[src/rtl/ssb_in.sv]
// Receive-side SSB mixer: multiplies the ADC stream by the LO, boxcar-accumulates
// DECIM products per window and emits one saturated I/Q pair per window, I first.
module ssb_in #(
  parameter int unsigned DECIM = 16,
  parameter int unsigned SHIFT = 19
) (
  input  logic               clk,
  input  logic               rst,
  input  logic signed [15:0] adc,
  input  logic signed [17:0] cosa,
  input  logic signed [17:0] sina,
  input  logic               enable,
  input  logic               sync,
  output logic signed [17:0] out_data,
  output logic               out_iq,
  output logic               out_valid
);

  localparam int unsigned CW   = $clog2(DECIM);
  localparam int unsigned ACCW = 34 + CW;
  localparam logic [CW-1:0]        LAST    = CW'(DECIM - 1);
  localparam logic signed [ACCW:0] SAT_MAX = (ACCW + 1)'(131071);
  localparam logic signed [ACCW:0] SAT_MIN = (ACCW + 1)'(-131072);

  typedef enum logic [1:0] {OS_IDLE, OS_I, OS_Q} os_e;

  logic signed [15:0]      a_q;
  logic signed [17:0]      c_q, s_q;
  logic                    sync0_q, sync1_q;
  logic signed [33:0]      pi_q, pq_q;
  logic [CW-1:0]           cnt_q, cnt_d;
  logic signed [ACCW-1:0]  acc_i_q, acc_i_d, acc_q_q, acc_q_d;
  logic signed [ACCW-1:0]  hold_i_q, hold_i_d, hold_q_q, hold_q_d;
  logic signed [ACCW-1:0]  pi_x, pq_x, sh_i, sh_q;
  logic signed [ACCW:0]    i_w, q_w;
  logic                    first, dump;
  os_e                     os_q, os_d;
  logic signed [17:0]      out_data_q, out_data_d;
  logic                    out_iq_q, out_iq_d, out_valid_q, out_valid_d;

  function automatic logic signed [17:0] sat18(input logic signed [ACCW:0] v);
    if (v > SAT_MAX)      return 18'sh1FFFF;
    else if (v < SAT_MIN) return 18'sh20000;
    else                  return v[17:0];
  endfunction

  always_ff @(posedge clk) begin
    if (rst) begin
      a_q     <= '0;
      c_q     <= '0;
      s_q     <= '0;
      sync0_q <= 1'b0;
      pi_q    <= '0;
      pq_q    <= '0;
      sync1_q <= 1'b0;
    end else begin
      a_q     <= enable ? adc : '0;
      c_q     <= cosa;
      s_q     <= sina;
      sync0_q <= sync;
      pi_q    <= 34'(a_q) * 34'(c_q);
      pq_q    <= 34'(a_q) * 34'(s_q);
      sync1_q <= sync0_q;
    end
  end

  // A sync on the last slot wins: the sample restarts a window, so no dump.
  always_comb begin
    pi_x     = ACCW'(pi_q);
    pq_x     = ACCW'(pq_q);
    first    = sync1_q || (cnt_q == '0);
    dump     = (cnt_q == LAST) && !sync1_q;
    acc_i_d  = first ? pi_x : acc_i_q + pi_x;
    acc_q_d  = first ? pq_x : acc_q_q + pq_x;
    hold_i_d = dump ? acc_i_d : hold_i_q;
    hold_q_d = dump ? acc_q_d : hold_q_q;
    if (sync1_q)            cnt_d = CW'(1);
    else if (cnt_q == LAST) cnt_d = '0;
    else                    cnt_d = cnt_q + CW'(1);
  end

  always_comb begin
    sh_i        = hold_i_q >>> SHIFT;
    sh_q        = hold_q_q >>> SHIFT;
    i_w         = (ACCW + 1)'(sh_i);
    q_w         = -((ACCW + 1)'(sh_q));
    os_d        = dump ? OS_I : ((os_q == OS_I) ? OS_Q : OS_IDLE);
    out_data_d  = out_data_q;
    out_iq_d    = out_iq_q;
    out_valid_d = 1'b0;
    case (os_q)
      OS_I: begin
        out_data_d  = sat18(i_w);
        out_iq_d    = 1'b0;
        out_valid_d = 1'b1;
      end
      OS_Q: begin
        out_data_d  = sat18(q_w);
        out_iq_d    = 1'b1;
        out_valid_d = 1'b1;
      end
      default: ;
    endcase
  end

  always_ff @(posedge clk) begin
    if (rst) begin
      cnt_q       <= '0;
      acc_i_q     <= '0;
      acc_q_q     <= '0;
      hold_i_q    <= '0;
      hold_q_q    <= '0;
      os_q        <= OS_IDLE;
      out_data_q  <= '0;
      out_iq_q    <= 1'b0;
      out_valid_q <= 1'b0;
    end else begin
      cnt_q       <= cnt_d;
      acc_i_q     <= acc_i_d;
      acc_q_q     <= acc_q_d;
      hold_i_q    <= hold_i_d;
      hold_q_q    <= hold_q_d;
      os_q        <= os_d;
      out_data_q  <= out_data_d;
      out_iq_q    <= out_iq_d;
      out_valid_q <= out_valid_d;
    end
  end

  assign out_data  = out_data_q;
  assign out_iq    = out_iq_q;
  assign out_valid = out_valid_q;

endmodule

[config.mk]
export PLATFORM = sky130hd
export DESIGN_NAME = ssb_in
export DESIGN_NICKNAME = d
export VERILOG_FILES = /design/src/rtl/ssb_in.sv
export SDC_FILE = /design/constraint.sdc
export NUM_CORES = 2
export LEC_CHECK = 0
export ABC_AREA = 0
export BUFFER_PORTS_ARGS = -buffer_cell sky130_fd_sc_hd__buf_2
export CORE_MARGIN = 3
export CORE_UTILIZATION = 65
export DETAILED_ROUTE_END_ITERATION = 16
export PLACE_DENSITY = 0.93
export SETUP_SLACK_MARGIN = 0.02
export SYNTH_ARGS = -nofsm -noshare
export SYNTH_HDL_FRONTEND = slang
export SYNTH_SLANG_ARGS = --single-unit
export TNS_END_PERCENT = 30
[constraint.sdc]
create_clock -name clk -period 17.1 [get_ports clk]
set_input_delay 2.565 -clock clk [delete_from_list [all_inputs] [get_ports clk]]
set_output_delay 2.565 -clock clk [all_outputs]
set_load 0.005 [all_outputs]
==> flow_metrics.tcl <==
set metrics [dict create \
    drcViolationCount 0 \
    yosysWarnings 0 \
    synth_cell_types 69 \
    post-cts-setup-buffer-count 0 \
    gp_congestion 0.949 \
    antenna_found_initial 0 \
    hold_class "reg2reg" \
    p_leak_nw 18.0 \
    drt-wirelength-per-cell_um 19.5 \
    grt_pass1_wl_um 146000 \
    cts.sinks 262 \
    max-slew-margin-rel 0.200 \
    p_total_mw 2.54 \
    h-tree-depth 1 \
    ioPinCount 76 \
    mostFrequentLayoutCell "inv_1" \
    final_nets 4713 \
    start_util 0.660 \
    die_area_um2 55200 \
    grt_max_degree 78 \
    grt_pass1_vias 30100 \
    synthesis.area_um2 34100 \
    final_cell_mix "inv_1 (677), fa_1 (582), nand2_1 (483)" \
    worstSetupPathType "reg2reg" \
    synth_cells 3867 \
    ys_ff_latch 262 \
    fin_setup_tns_ns 0 \
    drt_wl_total_um 88400 \
    dr.pass1.iters 7 \
    cts_resized 0 \
    syn-num-nets 4757 \
    rsz0062_at_grt "no" \
    cts_buffers 30 \
    status "finished, final reports clean" \
    path_clk_slew_ns 0.07 \
    cp.arrival_ns 8.52 \
    synth_seq_area_share 0.154 \
    die_width_um 235 \
    drtIter0Drc 2671 \
    hold_violations 0 \
    root_buffer "clkbuf_16" \
    postRouteAntennaNets 0 \
    final_layout_size_suffix_gt1_frac 0.0473 \
    cp-start-kind "register" \
    post-route-util 0.694 \
    powerDensity_nw_per_um2 70.9 \
    grt.total_usage 0.325 \
    min_period_ns 8.00 \
    clk_latency_ns 0.63 \
    syn_avg_cell_area_um2 8.81 \
    syn2layout_area_growth_pct 5.20 \
    core_um2 51600 \
    dieHeight_um 235 \
    max-vdd-ir-drop_mv 0.0905 \
    ff_latch_area_um2 5250 \
    worst_slew_pin_slew_ns 1.17 \
    critPathMaxFanout 19 \
    num_rows 83 \
    avgViaCountPerCell 6.10 \
    min_period_over_period 0.468 \
    drv_slew 0 \
    synth_edf_count 0 \
    multiInputGateArea_um2 25600 \
    num_antenna_cells 0 \
    gr-total-overflow 0 \
    max_freq_ghz 0.125 \
    cts_tree "done" \
    postCtsHoldBufs 0 \
    async_flop_share 0 \
    synth_ff_type "dfxtp_1" \
    cp.required_ns 17.62 \
    io_buffers 75 \
    drv_cap 0 \
    final.setup_skew_ns 0.0263 \
    routed-via-count 27600 \
    setup_viol_count_final 0 \
    hpwl_um 65200 \
    clk_path_buf_depth 3 \
    fillCellCount 3523 \
    end_kind "register" \
]
==> sequential cells by signal (all words and copies together), names as in the netlist <==
register and flops:
pi_q 34, sync0_q 1, acc_q_q 38, hold_q_q 19
s_q 18, a_q 16, hold_i_q 19, out_data 18
cnt_q 4, out_valid 1, os_q 2, c_q 18
out_iq 1, pq_q 34, acc_i_q 38, sync1_q 1
==> area by class of cell <==
type / count / area share
inverter: 677 / 0.0709
tap: 680 / 0.0237
timing repair buffer: 100 / 0.0159
multi-input combinational: 2752 / 0.715
clock inverter: 12 / 0.00398
clock buffer: 43 / 0.0243
sequential: 262 / 0.146
==> per-stage QoR <==
step	area (µm²)	worst slack [ns]	hold slack [ns]	std cells
3_3_place_gp	34800	10.01	0.433	4471
2_1_floorplan	34100	10.62	0.414	3867
6_report	35800	9.10	0.442	4526
3_5_place_dp	34800	9.66	0.442	4471
4_1_cts	35800	9.47	0.455	4526
5_1_grt	35800	8.91	0.473	4526
==> kinds of logic (layout without fill, tap and decap cells) <==
family                     count (synthesis)  count (layout)  synth area share
and+or+nand+nor                         1239            1239             0.178
AOI/OAI and AO/OA                        535             535             0.101
adders and majority gates                834             834             0.435
DFF                                      262             262             0.154
muxes                                     14              14           0.00419
buffers and inverters                    853             832            0.0944
xor gates and xnor gates                 130             130            0.0334
==> report_power, final <==
group	leakage [nW]	switching (mW)	internal, mW
clock	0.494	0.296	0.373
combinational	15.4	0.662	0.425
sequential	2.15	0.0932	0.693
==> critical path, stage by stage, from the launching register on <==
cell and delay (ns):
dfxtp_1 0.96, buf_4 0.39, and2_1 0.18, fa_1 0.42, inv_1 0.09, fa_1 0.42, fa_1 0.49, fa_1 0.49
inv_1 0.05, fa_1 0.56, inv_1 0.07, fa_1 0.55, inv_1 0.06, ha_1 0.35, a21o_1 0.20, a21oi_1 0.26
nand2_1 0.08, a21oi_1 0.32, or2_2 0.21, o21ai_0 0.21, o41ai_1 0.65, o21ai_0 0.18, a221oi_1 0.31, mux2_2 0.37
==> path summary, 6_finish.rpt <==
kind         cells after the start  slack [ns]               start             endpoint
max                             23        9.10   a_q[4]$_SDFF_PP0_  pq_q[31]$_SDFF_PP0_
min                              1        0.44  sync0_q$_SDFF_PP0_   sync1_q$_SDFF_PP0_
max reg2reg                     23        9.10   a_q[4]$_SDFF_PP0_  pq_q[31]$_SDFF_PP0_
min reg2reg                      1        0.44  sync0_q$_SDFF_PP0_   sync1_q$_SDFF_PP0_
==> cells in the mapped netlist, drive strengths merged, types with 18 or more instances <==
cell / number / area [µm²]
o21a: 20 / 150
a21oi: 193 / 966
o31ai: 25 / 238
nor2: 183 / 687
xnor2: 84 / 736
nor2b: 58 / 363
o21ai: 85 / 425
and2: 296 / 1850
a21o: 76 / 571
a31oi: 22 / 138
clkbuf: 157 / 589
fa: 582 / 11700
xor2: 46 / 403
nand4: 18 / 113
nor3: 39 / 195
inv: 677 / 2540
and3: 24 / 150
nand3: 37 / 185
nand2: 484 / 1820
dfxtp: 262 / 5250
buf: 19 / 85.1
nand2b: 30 / 188
ha: 252 / 3150
==> per-layer routing <==
metal	track usage	vias up	routed length (µm)
li1	-	12000	-
met1	0.380	13300	31000
met2	0.539	1731	41600
met3	0.0843	583	9600
met4	0.195	0	6140
met5	0	-	0
Note: power is estimated with default switching activity, not from simulation.
